$ cat config.mk
export PLATFORM = sky130hd
export DESIGN_NAME = csr_file
export DESIGN_NICKNAME = d
export VERILOG_FILES = /design/src/rtl/csr_pkg.sv /design/src/rtl/csr_alu.sv /design/src/rtl/csr_file.sv
export SDC_FILE = /design/constraint.sdc
export NUM_CORES = 1
export LEC_CHECK = 0
export CORE_AREA = 2 2 286 288
export DETAILED_ROUTE_END_ITERATION = 12
export DIE_AREA = 0 0 288 290
export PLACE_DENSITY = 0.51
export SYNTH_ARGS = -nofsm -noshare
export SYNTH_HDL_FRONTEND = slang
export SYNTH_HIERARCHICAL = 1
export SYNTH_SLANG_ARGS = --single-unit
$ cat constraint.sdc
create_clock -name clk -period 5.5 [get_ports clk]
set_input_delay 0.825 -clock clk [delete_from_list [all_inputs] [get_ports clk]]
set_output_delay 0.825 -clock clk [all_outputs]
set_load 0.01 [all_outputs]
$ cat src/rtl/csr_pkg.sv
// csr_pkg: shared CSR addresses, op encoding, export order and mstatus fields
package csr_pkg;
  localparam logic [11:0] ADDR_MSTATUS  = 12'h300;
  localparam logic [11:0] ADDR_MTVEC    = 12'h305;
  localparam logic [11:0] ADDR_MSCRATCH = 12'h340;
  localparam logic [11:0] ADDR_MEPC     = 12'h341;
  localparam logic [11:0] ADDR_MCAUSE   = 12'h342;
  localparam logic [11:0] ADDR_MCYCLE   = 12'hB00;
  typedef enum logic [1:0] {OP_NONE, OP_RW, OP_RS, OP_RC} csr_op_e;
  localparam int CSR_NUM = 6;
  typedef logic [2:0] csr_idx_t;
  localparam csr_idx_t IDX_MSTATUS  = 3'd0;
  localparam csr_idx_t IDX_MTVEC    = 3'd1;
  localparam csr_idx_t IDX_MEPC     = 3'd2;
  localparam csr_idx_t IDX_MCAUSE   = 3'd3;
  localparam csr_idx_t IDX_MSCRATCH = 3'd4;
  localparam csr_idx_t IDX_MCYCLE   = 3'd5;
  localparam int MSTATUS_MIE    = 3;
  localparam int MSTATUS_MPIE   = 7;
  localparam int MSTATUS_MPP_LO = 11;
  localparam int MSTATUS_MPP_HI = 12;
  localparam int CAUSE_ECALL_M  = 11;
endpackage

$ cat src/rtl/csr_alu.sv
// csr_alu: new CSR value and write enable for CSRRW/CSRRS/CSRRC
module csr_alu
  import csr_pkg::*;
#(
  parameter int XLEN = 64
) (
  input  logic [1:0]      op,
  input  logic [XLEN-1:0] old,
  input  logic [XLEN-1:0] wdata,
  output logic [XLEN-1:0] nv,
  output logic            we
);
  always_comb begin
    nv = op == OP_RS ? (old | wdata) : op == OP_RC ? (old & ~wdata) : wdata;
    we = (op == OP_RW) || (op != OP_NONE && |wdata);
  end
endmodule

$ cat src/rtl/csr_file.sv
// csr_file: machine-mode CSR file with ecall/mret handling and free-running mcycle
module csr_file
  import csr_pkg::*;
#(
  parameter int              XLEN        = 64,
  parameter logic [XLEN-1:0] MSTATUS_RST = 64'h0000_000a_0000_1800
) (
  input  logic            clk,
  input  logic            rst,
  input  logic            csr_valid,
  input  logic [1:0]      csr_op,
  input  logic [11:0]     csr_addr,
  input  logic [XLEN-1:0] csr_wdata,
  output logic [XLEN-1:0] csr_rdata,
  output logic            csr_illegal,
  input  logic            ecall_valid,
  input  logic [XLEN-1:0] ecall_pc,
  input  logic            mret_valid,
  output logic [XLEN-1:0] trap_target,
  output logic [XLEN-1:0] mret_target,
  output logic [XLEN-1:0] csr_0,
  output logic [XLEN-1:0] csr_1,
  output logic [XLEN-1:0] csr_2,
  output logic [XLEN-1:0] csr_3,
  output logic [XLEN-1:0] csr_4,
  output logic [XLEN-1:0] csr_5
);
  localparam logic [XLEN-1:0] MS_WMASK = (XLEN'(1) << MSTATUS_MIE) | (XLEN'(1) << MSTATUS_MPIE);
  logic [XLEN-1:0] r [CSR_NUM];
  logic [XLEN-1:0] nv, wval;
  csr_idx_t idx;
  logic mapped, alu_we, we;
  always_comb begin
    idx    = IDX_MSTATUS;
    mapped = 1'b1;
    case (csr_addr)
      ADDR_MSTATUS:  idx = IDX_MSTATUS;
      ADDR_MTVEC:    idx = IDX_MTVEC;
      ADDR_MEPC:     idx = IDX_MEPC;
      ADDR_MCAUSE:   idx = IDX_MCAUSE;
      ADDR_MSCRATCH: idx = IDX_MSCRATCH;
      ADDR_MCYCLE:   idx = IDX_MCYCLE;
      default:       mapped = 1'b0;
    endcase
  end
  csr_alu #(.XLEN(XLEN)) u_alu (
    .op    (csr_op),
    .old   (csr_rdata),
    .wdata (csr_wdata),
    .nv    (nv),
    .we    (alu_we)
  );
  // mstatus keeps its reset image outside MIE/MPIE, which also pins MPP at 11
  always_comb begin
    csr_rdata   = mapped ? r[idx] : '0;
    csr_illegal = csr_valid & ~mapped;
    we          = csr_valid & mapped & alu_we & ~ecall_valid & ~mret_valid;
    wval        = idx == IDX_MSTATUS ? ((MSTATUS_RST & ~MS_WMASK) | (nv & MS_WMASK)) :
                  (idx == IDX_MTVEC || idx == IDX_MEPC) ? (nv & ~XLEN'(3)) : nv;
  end
  always_ff @(posedge clk) begin
    if (rst) begin
      for (int i = 0; i < CSR_NUM; i++) r[i] <= '0;
      r[IDX_MSTATUS] <= MSTATUS_RST;
    end else begin
      r[IDX_MCYCLE] <= r[IDX_MCYCLE] + XLEN'(1);
      if (ecall_valid) begin
        r[IDX_MEPC]                 <= ecall_pc & ~XLEN'(3);
        r[IDX_MCAUSE]               <= XLEN'(CAUSE_ECALL_M);
        r[IDX_MSTATUS][MSTATUS_MPIE] <= r[IDX_MSTATUS][MSTATUS_MIE];
        r[IDX_MSTATUS][MSTATUS_MIE]  <= 1'b0;
      end else if (mret_valid) begin
        r[IDX_MSTATUS][MSTATUS_MIE]  <= r[IDX_MSTATUS][MSTATUS_MPIE];
        r[IDX_MSTATUS][MSTATUS_MPIE] <= 1'b1;
      end else if (we) begin
        r[idx] <= wval;
      end
    end
  end
  always_comb begin
    trap_target = r[IDX_MTVEC];
    mret_target = r[IDX_MEPC];
    csr_0       = r[IDX_MSTATUS];
    csr_1       = r[IDX_MTVEC];
    csr_2       = r[IDX_MEPC];
    csr_3       = r[IDX_MCAUSE];
    csr_4       = r[IDX_MSCRATCH];
    csr_5       = r[IDX_MCYCLE];
  end
endmodule

Word-level counts from Yosys, hierarchy flattened
Memory sizes are Yosys's and may differ from the RTL's.
Cells that the tools add are included.
{"block": "word_totals", "regBits": 0, "mem_bits_rw": 384, "inputBits": 147, "out_inout_bits": 577, "elab_cells": 77, "n_memories": 1}
{"memory": "r", "depth": 6, "width": 64, "rd": 7, "rd_ports_with_merged_regs": 0, "wr": 6, "line": "csr_file.sv:29", "source": "logic [XLEN-1:0] r [CSR_NUM];"}
{"block": "classes", "n_addsub": 1, "eq_ne": 12, "mux": 33, "n_bitwise": 22, "reduce_logical": 8}
{"cell": "2-to-1 mux 64 bit", "count": 9}
{"cell": "OR reduction 64 bit", "count": 2}
{"cell": "adder 64 x 1 -> 64 bit, second input constant", "count": 1}
{"cell": "AND 64 bit", "count": 1}
{"cell": "NOT 64 bit", "count": 1}
{"cell": "bitwise OR 64 bit", "count": 1}
{"cell": "== test 12 x 10 -> 1 bit, second input constant", "count": 5}
{"cell": "2-to-1 mux 1 bit", "count": 20}
{"cell": "case mux 3 bit (5 select lines)", "count": 1}
{"cell": "== test 12 bit, second input constant", "count": 1}
{"cell": "bitwise OR 1 bit", "count": 8}
{"cell": "AND 1 bit", "count": 7}
{"cell": "2-to-1 mux 3 bit", "count": 2}
{"cell": "OR reduction 6 bit", "count": 1}
{"cell": "== test 2 bit, second input constant", "count": 2}
{"cell": "NOT 1 bit", "count": 4}
{"cell": "== test 3 x 1 -> 1 bit, second input constant", "count": 1}
{"cell": "== test 3 x 2 -> 1 bit, second input constant", "count": 1}
{"cell": "== test 3 bit, first input constant", "count": 1}
{"cell": "zero test 3 bit", "count": 1}
{"cell": "== test 2 x 1 -> 1 bit, second input constant", "count": 1}
{"cell": "logical OR 1 bit", "count": 2}
{"cell": "2-to-1 mux 2 bit", "count": 1}
{"cell": "nonzero test 2 bit", "count": 1}
{"cell": "logical AND 1 bit", "count": 1}

Logic depth before layout (Yosys ltp)
Gate-level depths: netlist (run 1).
{"block": "logic_depth", "word_depth": 15, "depth_mapped": 13, "ltp_nobuf": 10}

Modules after synthesis
The synthesis (run 1) kept the hierarchy.
{"mod": "csr_file", "instances": 1, "cells_each": 1789, "area_each_um2": 18956.9, "seq_area_each_um2": 10890.4}
{"mod": "csr_alu", "instances": 1, "cells_each": 167, "area_each_um2": 890.9, "seq_area_each_um2": 0.0}

Least setup slack after synthesis (run 1)
OpenSTA, ideal clock, no wires.
{"block": "synth_timing", "path_type": "in2reg", "startpoint": "input csr_addr[0]", "endpoint": "memory r[3][0], enable pin", "setup_ns": 0.424, "arrival_ns": 3.936, "required_ns": 5.076, "path_slack_ns": 1.140, "cell_stages": 10, "n_path_buf": 4, "path_cell_list": "clkbuf_1 or3b_2 o21ai_0 a32o_1 and2_1 buf_2 nand2_1 clkbuf_1 clkbuf_1 nand2_1"}
{"element": "start: declaration", "line": "csr_file.sv:12", "source": "input logic [11:0] csr_addr,"}
{"element": "end: declaration", "line": "csr_file.sv:29"}

Final worst setup path (run 1)
{"block": "layout_timing", "startpoint": "input csr_addr[0]", "endpoint": "output csr_rdata[14]"}
{"block": "layout_between", "elab_chain_cells": 4, "elab_cells_between_ends": 11, "cone_classes": "eq/ne (6); mux (3); reduce/logical (1); memory (1)"}
{"element": "== test 12 bit or == test 12 x 10 -> 1 bit (tied branches)", "line": "csr_file.sv:36", "source": "case (csr_addr)"}
{"element": "case mux 3 bit (5 select lines) or OR reduction 6 bit (tied branches)"}
{"element": "memory read (6 x 64 bit) or 2-to-1 mux 1 bit (tied branches)"}
{"element": "2-to-1 mux 64 bit *", "line": "csr_file.sv:55", "source": "csr_rdata = mapped ? r[idx] : '0;"}
{"element": "end: declaration", "line": "csr_file.sv:14", "source": "output logic [XLEN-1:0] csr_rdata,"}
Every way passes the cells marked *; elsewhere a longest branch is shown, timed or not.

==> results list, run 1 <==
* Detail Placement HPWL: 74.3 mm
- Worst Reg2Reg Path Length in Cells: 6
- Number of nets at the end of the flow: 2,733
- Routed wire length: 106 mm
* Largest register by flop count: r
- The most critical setup path has its startpoint at csr_addr[0].
- Dividing the final minimum period by the clock period gives 0.956.
- Post-CTS Hold Fix Bufs: 0
- Pwr/cell area: 264 nW/µm²
- In this run the standard cell core region covers 80,200 µm².
* Count of different cell masters after synthesis: 55
* Height of the chip: 290 µm
* Required time at the endpoint of the critical path: 4.68 ns
- Sum of negative setup slack: 0 ns
- Transition time at the pin with the least slew margin: 1.05 ns
* Startpoint class of the critical path: primary input
- The smallest clock period supported by the final layout is computed as 5.26 ns.
- Die Width: 288 µm
* Number of warnings issued by yosys: 6
- The worst setup path is captured at a primary output.
- Most used standard cell by instance count after synthesis: sky130_fd_sc_hd__edfxtp_1
- Via count of the first global-routing pass: 19,100
- The worst register-to-register path begins at r[5][2].
* Share of Yosys cell area claimed by the top area cell type: 0.484
* Synth-to-layout area growth: 49.0%
- The first global-routing pass estimated 146 mm of wire.
- Leading cell types by total area after synthesis: sky130_fd_sc_hd__edfxtp_1 (48%), sky130_fd_sc_hd__o21ai_0 (6.9%), sky130_fd_sc_hd__dfxtp_1 (6.5%)
* Result of the run: completed
* Flip-flop count of the largest register, all copies and words added: 384
- For this run, the total global-route usage over all layers was measured as 0.243.
- Of all cell types, the one taking the most synthesized area is sky130_fd_sc_hd__edfxtp_1.
* Share of final-layout standard cells stronger than drive strength 1: 0.0701
- Counting flops with a built-in enable in the synthesized netlist gives 320.
- Synthesis produced 1,956 cells.
* Worst reg2reg setup slack: 2.06 ns
* FF+latch count, synth: 384
* Mapped Avg Cell Area: 10.1 µm²
* Inserted Clock Buffers: 48
* Fraction of the yosys area taken by sequential cells: 0.549
- The internal portion of the total power is 5830 µW.
- The floorplan has 104 rows.
- In the synthesized netlist, the cells that appear most often are sky130_fd_sc_hd__edfxtp_1 (320), sky130_fd_sc_hd__o21ai_0 (275), sky130_fd_sc_hd__nand2_1 (192).
* Area of all placed cells without fillers: 29,600 µm²
* Worst Setup Path Type: in2out
- Max-Slew Margin vs Limit: 0.301
- Clock tree synthesis selected as its root buffer the cell sky130_fd_sc_hd__clkbuf_16.
- Hold_ws: 0.604 ns
* Remaining DRCs: 0
- The first detailed-routing pass took 6 iterations.
- Vias per std cell: 5.21
- The tool flagged a number of max-cap violations equal to 0.
- The worst register-to-register path ends at r[5][43].
- Count of filler cells inserted in the layout: 8,046
- Across the VDD grid, the largest voltage drop is 0.195 mV.
- The count of nets left with antenna violations once routing finished came out at 0.
* Max-slew violations: 0
- The number of antenna violations at the first check in global routing was 8.
- Postcts setup bufs: 0
* Overflow left after global routing: 0
- In this run the power spent charging and discharging nets is 1960 µW.
- The largest registers in the layout are r x384.
- Clock tree from TritonCTS: done
- Post-placement cell area: 27,900 µm²
* Total I/O pin count: 724
- After synthesis, the share of flip-flops with an asynchronous set or reset is 0.
- The detailed router finished its first iteration with 1,945 violations.
- Detailed routing inserted a total of 19,200 vias.
- For this run, the top clock speed supported by timing is 0.190 GHz.
- LEAKAGE: 0.0100 µW
* Routed length per instance: 28.7 µm
- Of the total power, the share spent switching nets is 0.252.
- The share of total power dissipated in combinational logic is 0.134.
- Final weighted congestion in routability-driven placement: 0.895
- CTS H-tree lvls: 2
* Mapped Area: 19,800 µm²
* Main flop type after synthesis: sky130_fd_sc_hd__edfxtp_1
* Starting density of the core: 0.248
- Maximum fanout count along the critical path: 33
- Of the total power, registers draw 0.445.
- Post-CTS Resized: 0
- The clock passes through at most 3 buffers.
* Clock latency on the worst-skew pair: 0.59 ns
* Worst hold path class: reg2reg
* Clock transition at the registers of the reported paths: 0.05 ns
- Counting every sink on the clock net gives 384.
* Setup repair after global routing missed its margin: no
* Maximum number of pins on one net before global-route repair: 65
- Die Outline Area: 83,500 µm²
* Critical path endpoint: csr_rdata[14]
- Clock network fraction of total power: 0.421
- Number of buffers added on ports: 721
- The hold violation total from the final report is 0.
* Clock Skews: 0.0382 ns
* Setup violators final: 0
- STA puts the critical path data arrival time at 4.43 ns.
[per-layer routing]
metal / GRT usage / vias up / routed length (µm)
met5: 0 / - / 13
met1: 0.292 / 9540 / 39800
met3: 0.0487 / 214 / 9420
met4: 0.0886 / 2 / 3730
li1: - / 8267 / -
met2: 0.425 / 1201 / 53000
[metrics by stage]
stage | cells | total power (µW) | util | setup slack (ns)
5_1_grt | 3692 | 8030 | 0.369 | 0.0431
2_1_floorplan | 2017 | 3870 | - | 1.14
3_3_place_gp | 3595 | 4570 | 0.348 | 0.299
3_5_place_dp | 3595 | 4570 | 0.348 | 0.298
4_1_cts | 3685 | 7860 | 0.369 | 0.286
6_report | 3693 | 7790 | 0.369 | 0.244
[critical path: stages]
cell	delay, ns
sky130_fd_sc_hd__clkdlybuf4s50_1	0.69
sky130_fd_sc_hd__or3b_2	0.18
sky130_fd_sc_hd__o21ai_0	0.17
sky130_fd_sc_hd__a32o_4	0.34
sky130_fd_sc_hd__buf_12	0.19
sky130_fd_sc_hd__nand2b_4	0.45
sky130_fd_sc_hd__buf_4	0.36
sky130_fd_sc_hd__o21ai_0	0.10
sky130_fd_sc_hd__a221oi_1	0.42
sky130_fd_sc_hd__clkdlybuf4s50_1	0.66
[cell usage in the layout, fill, tap and decap left out, drive strengths merged, types with 62 or more instances in the layout]
master         count
o21ai            275
edfxtp           320
buf               64
nand2            192
dfxtp             64
conb              62
clkdlybuf4s50    719
nor2             154
clkbuf            68
and2              63
o21a              66
a21oi            130
[layout make-up]
cell class,instances,area [µm²],share of cell area
inverter,12,45.0,0.00152
multi-input combinational,1356,7800,0.264
sequential,384,10900,0.368
tap,1060,1330,0.0449
clock inverter,22,243,0.00821
timing repair buffer,783,7860,0.266
antenna,8,20.0,0.000677
clock buffer,68,1380,0.0467
[worst min path at each step]
stage	from	endpoint	cells past startpoint
2_1_floorplan	r[5][62]	r[5][62]	2
3_3_place_gp	r[5][42]	r[5][42]	2
3_5_place_dp	r[5][42]	r[5][42]	2
4_1_cts	r[5][42]	r[5][42]	2
5_1_grt	r[5][63]	r[5][63]	2
6_report	r[5][63]	r[5][63]	2
[power by group through the flow]
stage | sequential [µW] | combinational [µW] | clock [µW]
6_report | 3470 | 1040 | 3280
2_1_floorplan | 3540 | 328 | 0
4_1_cts | 3470 | 1050 | 3350
5_1_grt | 3480 | 1090 | 3460
3_5_place_dp | 3520 | 1040 | 0
3_3_place_gp | 3520 | 1050 | 0
[cell families (layout without fill, tap and decap cells)]
kind of cell / after synthesis / after routing / synth area share
simple gates: 596 / 596 / 0.149
compound gates: 595 / 595 / 0.176
flops: 384 / 384 / 0.549
buf+inv: 277 / 885 / 0.0784
xor+xnor: 62 / 62 / 0.0274
mux: 40 / 40 / 0.0202
fa+ha+maj: 1 / 1 / 0.000630
other cells: 1 / 70 / 0.000189
No activity file was read; power rests on OpenSTA's default activity.
==> run 2: changes to the inputs <==
- clock period: 5.5 -> 5.2 ns (I/O delays scaled with it)
==> results list, run 2 (same netlist as run 1, synthesis figures left out) <==
- STA classifies the critical path startpoint as a primary input.
- Peak supply drop: 0.264 mV (+35%)
- The number of nets in the finished design is 2,722 (-0.40%).
* Post-CTS Resized: 0 (unchanged)
- LEAKAGE: 0.0100 µW (-0.44%)
- The violation count after the first detailed-routing iteration was 1,773 (-8.8%).
* Setup crit end kind: primary output
* Clock network fraction of total power: 0.407 (-0.014)
* Final Total Pwr: 8040 µW (+3.2%)
* Worst Setup Path Type: in2out
- The max-capacitance violation count was 0 (unchanged).
- Total I/O pin count: 724 (unchanged)
- The cell-internal power is 5970 µW (+2.3%).
- Static timing analysis puts the maximum clock frequency at 0.197 GHz.
- Ratio of final minimum period to clock period: 0.975
* Max incr delay on CP: 0.58 ns (-0.11 ns)
- Clock Skews: 0.0388 ns (+0.000576 ns)
- The first-pass GRT wire length came to 145 mm (-0.79%).
- The total wirelength of the detailed-routed design was 105 mm (-0.86%).
- The clock input transition at the sequential cells of the worst setup and hold paths came to 0.05 ns (about the same).
- Vias per std cell: 5.19 (-0.36%)
- Detail Placement HPWL: 73.2 mm (-1.6%)
* Top Registers: r x384
- The routed wirelength normalized by instance count is 28.6 µm (-0.40%).
* Clock latency on the worst-skew pair: 0.60 ns (about the same)
* Bufs on Longest Clock Path: 3 (unchanged)
- The number of buffers inserted by port buffering is 721 (unchanged).
* Cell with the biggest individual delay on the critical path: sky130_fd_sc_hd__clkdlybuf4s50_1
- Starting density of the core: 0.248 (unchanged)
- Post-CTS Hold Fix Bufs: 0 (unchanged)
* Final weighted congestion in routability-driven placement: 0.888 (-0.76%)
* Setup repair after global routing missed its margin: no
* Critical path buffer and inverter count: 4 (unchanged)
- The top cell types in the final layout, fill and taps aside, are sky130_fd_sc_hd__clkdlybuf4s50_1 (719), sky130_fd_sc_hd__edfxtp_1 (320), sky130_fd_sc_hd__o21ai_0 (275).
* Count of filler cells inserted in the layout: 7,987 (-0.73%)
- Worst hold path class: reg2reg
- The register with the most flip-flops in the final layout is r.
- Sw Ratio: 0.258 (+0.00650)
- Maximum fanout count along the critical path: 32 (-3.0%)
- Pre-CTS setup slack: 0.205 ns (-0.0927 ns)
* Max-Slew Margin vs Limit: 0.146 (-0.155)
- Share of total power in combinational logic: 0.137 (+0.003)
- Clock Sinks: 384 (unchanged)
- Clock tree from TritonCTS: done
- The data arrival time of the critical path was 4.29 ns (-0.14 ns).
- Required time at the endpoint of the critical path: 4.42 ns (-0.26 ns)
- Hold_ws: 0.614 ns (+0.00983 ns)
- The final global-route overflow total was 0 (unchanged).
- The floorplan die width is 288 µm (unchanged).
- The power per cell area was 273 nW/µm² (+3.5%).
* Remaining DRCs: 0 (unchanged)
- Antenna violations before repair: 6 (-2)
- The TritonCTS buffer count was 47 (-2.1%).
- The flow ran to the end, and the final reports show no timing, DRC or antenna violations.
* CTS H-tree lvls: 2 (unchanged)
- The tree is rooted in a sky130_fd_sc_hd__clkbuf_16.
- Number of detailed-route iterations in the first pass: 7 (+1)
- The accumulated negative setup slack is 0 ns (unchanged).
- Transition time at the pin with the least slew margin: 1.28 ns (+0.230 ns)
* Height of the chip: 290 µm (unchanged)
* Most common cell after layout, fill and taps aside: sky130_fd_sc_hd__clkdlybuf4s50_1
- Maximum number of pins on one net before global-route repair: 65 (unchanged)
- The hold violation total from the final report is 0 (unchanged).
* Setup violators final: 0 (unchanged)
- The overall via count from detail_route is 19,100 (-0.82%).
* Chain of cells forming the critical path: clkdlybuf4s50_1 -> or3b_2 -> o21ai_0 -> a32o_4 -> and2_4 -> buf_12 -> o21ai_0 -> a221oi_1 -> buf_4 -> clkdlybuf4s50_1
* Sequential share of power: 0.456 (+0.011)
- Antenna viol nets, final: 0 (unchanged)
* Postcts setup bufs: 0 (unchanged)
* Flip-flop count of the largest register, all copies and words added: 384 (unchanged)
- The number of pins with negative max-slew slack in the final report was 0 (unchanged).
- Sw power: 2080 µW (+5.9%)
- Area of the core region: 80,200 µm² (unchanged)
- The worst path needs 5.07 ns of the cycle, external delays included.
- Synth-to-layout area growth: 48.5%
- Via count of the first global-routing pass: 18,900 (-0.84%)
- Die Outline Area: 83,500 µm² (unchanged)
- The overall global routing resource usage is 0.241 (-0.00218).
- The share of layout cells above drive strength 1 came to 0.0670 (-0.00310).
- Row cnt: 104 (unchanged)
- Final setup slack of the worst path: 0.128 ns (-0.116 ns)
- Family with the most delay on the worst path: buffers and inverters
run 2: cell types whose count changed in the layout (fill, tap and decap cells not counted), moves of 2 or more:
cell                        delta
sky130_fd_sc_hd__buf_4        -19
sky130_fd_sc_hd__clkbuf_16     -4
sky130_fd_sc_hd__clkinv_1      -6
sky130_fd_sc_hd__buf_12        +9
sky130_fd_sc_hd__bufinv_16     -3
sky130_fd_sc_hd__clkbuf_1      +2
sky130_fd_sc_hd__diode_2       -4
sky130_fd_sc_hd__clkinv_2      +2
sky130_fd_sc_hd__clkbuf_8      +4
run 2: power by group through the flow:
stage                     Clock (µW)  Combinational, µW  Sequential [µW]
after floorplan                    0                347             3740
final                           3270               1100             3670
after global routing            3440               1160             3680
after global placement             0               1110             3730
after detailed placement           0               1100             3730
after CTS                       3330               1110             3670
run 2: worst paths after layout:
path	start	to	slack, ns	cells past startpoint
max	csr_addr[0]	csr_rdata[17]	0.13	10
min	r[5][63]	r[5][63]	0.61	2
max reg2reg	r[5][2]	r[5][43]	1.65	6
min reg2reg	r[5][63]	r[5][63]	0.61	2
run 2: layer usage:
metal | track usage | up-vias | share of wire
li1 | - | 8232 | -
met1 | 0.292 | 9446 | 0.38
met2 | 0.421 | 1189 | 0.50
met3 | 0.0479 | 198 | 0.088
met4 | 0.0821 | 2 | 0.033
met5 | 0 | - | 0.00012
run 2: area by class of cell:
class	count	area (µm²)	share of cell area
diodes	4	10.0	0.000340
flip-flops and latches	384	10900	0.369
clock buffers	70	1340	0.0455
clock inverters	17	160	0.00543
repair buffers	773	7900	0.268
inverters	12	45.0	0.00153
multi-input cells	1356	7800	0.265
well taps	1060	1330	0.0450
run 2: metrics by stage:
step,std cells,instance area [µm²],utilization
after floorplan,2017,20100,-
after global placement,3585,28000,0.349
after detailed placement,3585,28000,0.349
after CTS,3672,29500,0.368
after global routing,3675,29500,0.368
final,3676,29500,0.368
run 2: worst min-delay path, delay by kind of cell (launching register included):
family          cells  cell delay [ns]
compound gates      1             0.10
xor+xnor            1             0.10
flops               1             0.37
==> run 3: changes to the inputs <==
- CORE_AREA: 2 2 286 288 -> 8 8 272 274
- DIE_AREA: 0 0 288 290 -> 0 0 280 282
- DONT_BUFFER_PORTS: default -> 1
- PLACE_DENSITY: 0.51 -> 0.44
==> results list, run 3 (same netlist as run 1, synthesis figures left out) <==
* Result of the run: completed
* Via count of the first global-routing pass: 16,000 (-15%)
* Post-CTS Resized: 0 (unchanged)
- The met1 layer wirelength in the final routing is 35.5 mm (-11%).
- Clock Skews: 0.0229 ns (-0.0158 ns)
- The sequential cell area is 10,900 µm² (unchanged).
* Most common cell after layout, fill and taps aside: sky130_fd_sc_hd__edfxtp_1
- Area of all placed cells without fillers: 21,800 µm² (-26%)
- The number of optimization iterations in the first detailed-route pass came to 5 (-2).
- The max-capacitance violation count was 0 (unchanged).
- The power per cell area was 339 nW/µm² (+24%).
* Flip-flop count of the largest register, all copies and words added: 384 (unchanged)
- Number of nets at the end of the flow: 1,993 (-27%)
- The number of setup violations in the final report is 0 (unchanged).
* Largest register by flop count: r
- Max incr delay on CP: 0.58 ns (about the same)
* Met3 wirelength from detailed routing: 10.6 mm (+16%)
- The violation count after the first detailed-routing iteration came to 1,821 (+2.7%).
- Max-Slew Margin vs Limit: 0.143 (-0.00313)
- The maximum buffer depth of the clock tree was 3 (unchanged).
- Routed wire length: 96.6 mm (-8.0%)
- Synth-to-layout area growth: 9.76%
- Die Outline Area: 79,000 µm² (-5.5%)
- The overall global routing resource usage was 0.231 (-0.00994).
- The pin count of the biggest net entering global routing is 68 (+4.6%).
- The first-pass GRT wire length is 132 mm (-9.1%).
* Area of the core region: 69,500 µm² (-13%)
* Inserted Clock Buffers: 47 (unchanged)
- The maximum clock frequency came to 0.237 GHz (+20%).
- Postcts setup bufs: 0 (unchanged)
- Among the stages of the critical path, the cell type that occurs most often is sky130_fd_sc_hd__buf_4.
* Transition time at the pin with the least slew margin: 1.28 ns (+0.00469 ns)
* Worst Setup Path Type: in2out
* Overflow left after global routing: 0 (unchanged)
- Final critical delay including setup and external delays: 4.22 ns (-0.853 ns)
- Cell with the biggest individual delay on the critical path: sky130_fd_sc_hd__a211oi_1
- Setup repair after global routing missed its margin: no
* Setup crit end kind: primary output
- Routed length per instance: 34.2 µm (+20%)
- The worst slack at placement was 0.648 ns (+0.443 ns).
- Clock transition at the registers of the reported paths: 0.06 ns (about the same)
- The largest driver fanout on the critical path came to 33 (+3.1%).
* Sum of negative setup slack: 0 ns (unchanged)
* Most frequent cells in the layout: sky130_fd_sc_hd__edfxtp_1 (320), sky130_fd_sc_hd__o21ai_0 (275), sky130_fd_sc_hd__nand2_1 (187)
* Top layer in use: met4
- The overall die height is 282 µm (-2.8%).
- The number of antenna-violating nets in the routed design was 0 (unchanged).
- Starting density of the core: 0.285 (+0.0378)
* Share of final-layout standard cells stronger than drive strength 1: 0.0876 (+0.0206)
- Cell at the root of the clock tree: sky130_fd_sc_hd__clkbuf_16
- The layout filler cell count was 7,225 (-9.5%).
* Clock latency on the worst-skew pair: 0.58 ns (-0.02 ns)
- LEAKAGE: 0.00714 µW (-29%)
* Number of buffers added on ports: 0 (-100%)
- TritonCTS built the clock tree.
- Chain of cells forming the critical path: nand4bb_1 -> nor4_2 -> buf_4 -> nor3b_2 -> buf_12 -> o21a_1 -> o21ai_0 -> a211oi_1 -> buf_4
- Max-slew violations: 0 (unchanged)
- Row cnt: 97 (-6.7%)
- Routed met2 length: 47.5 mm (-9.8%)
* Total I/O pin count: 724 (unchanged)
* Die Width: 280 µm (-2.8%)
* Post-CTS Hold Fix Bufs: 0 (unchanged)
- Worst hold path class: in2reg
- Peak supply drop: 0.252 mV (-4.7%)
* Vias per std cell: 5.72 (+10%)
- STA classifies the critical path startpoint as a primary input.
* Ratio of final minimum period to clock period: 0.811 (-0.164)
- Top Registers: r x384
- The overall via count from detail_route is 16,200 (-15%).
- Post-placement cell area: 20,300 µm² (-27%)
- Final Hold Violating Endpoints: 0 (unchanged)
* Remaining DRCs: 0 (unchanged)
- The worst endpoint required time came to 4.42 ns (about the same).
* Final setup slack of the worst path: 0.981 ns (+0.853 ns)
- Final weighted congestion in routability-driven placement: 0.887 (-0.14%)
- Detail Placement HPWL: 66.6 mm (-9.0%)
* CTS H-tree lvls: 2 (unchanged)
* Clock Sinks: 384 (unchanged)
- Area used by multi-input combinational logic: 7770 µm² (-0.35%)
- The number of antenna violations at the first check in global routing is 1 (-5).
- Data arrival time of the worst path: 3.44 ns (-0.85 ns)
run 3: through the flow:
| step | hold slack (ns) | total power [µW] | utilization | instances |
|---|---|---|---|---|
| final | 0.337 | 7380 | 0.313 | 2824 |
| after global placement | 0.674 | 4220 | 0.292 | 2736 |
| after floorplan | 0.599 | 4090 | - | 2017 |
| after global routing | 0.285 | 7620 | 0.313 | 2823 |
| after detailed placement | 0.675 | 4220 | 0.292 | 2736 |
| after CTS | 0.279 | 7450 | 0.313 | 2823 |
run 3: power by group:
group | switching (µW) | leakage (µW) | internal (µW)
Clock | 1380 | 0.000726 | 1840
Sequential | 320 | 0.00374 | 3510
Combinational | 225 | 0.00267 | 102
run 3: cell type report:
type,instances,share of cell area
clock buffers,70,0.0631
clock inverters,17,0.00546
repair buffers,44,0.0186
well taps,940,0.0540
diodes,1,0.000115
inverters,12,0.00207
multi-input cells,1356,0.357
flip-flops and latches,384,0.500
run 3: worst max-delay path: cells and delay by family:
family | cells | cell delay (ns)
simple gates | 3 | 0.90
compound gates | 3 | 0.93
buf+inv | 3 | 0.78
run 3: final timing paths:
path | from | endpoint | slack [ns] | cells past startpoint
setup / recovery | csr_addr[3] | csr_rdata[13] | 0.98 | 9
hold / removal | rst | r[5][7] | 0.34 | 1
setup reg to reg | r[5][2] | r[5][43] | 1.65 | 6
hold reg to reg | r[5][42] | r[5][42] | 0.70 | 2
run 3: layer usage:
layer | GRT usage | vias to the layer above
met3 | 0.0804 | 185
met5 | 0 | -
met4 | 0.0710 | 0
li1 | - | 6779
met2 | 0.397 | 1115
met1 | 0.268 | 8071
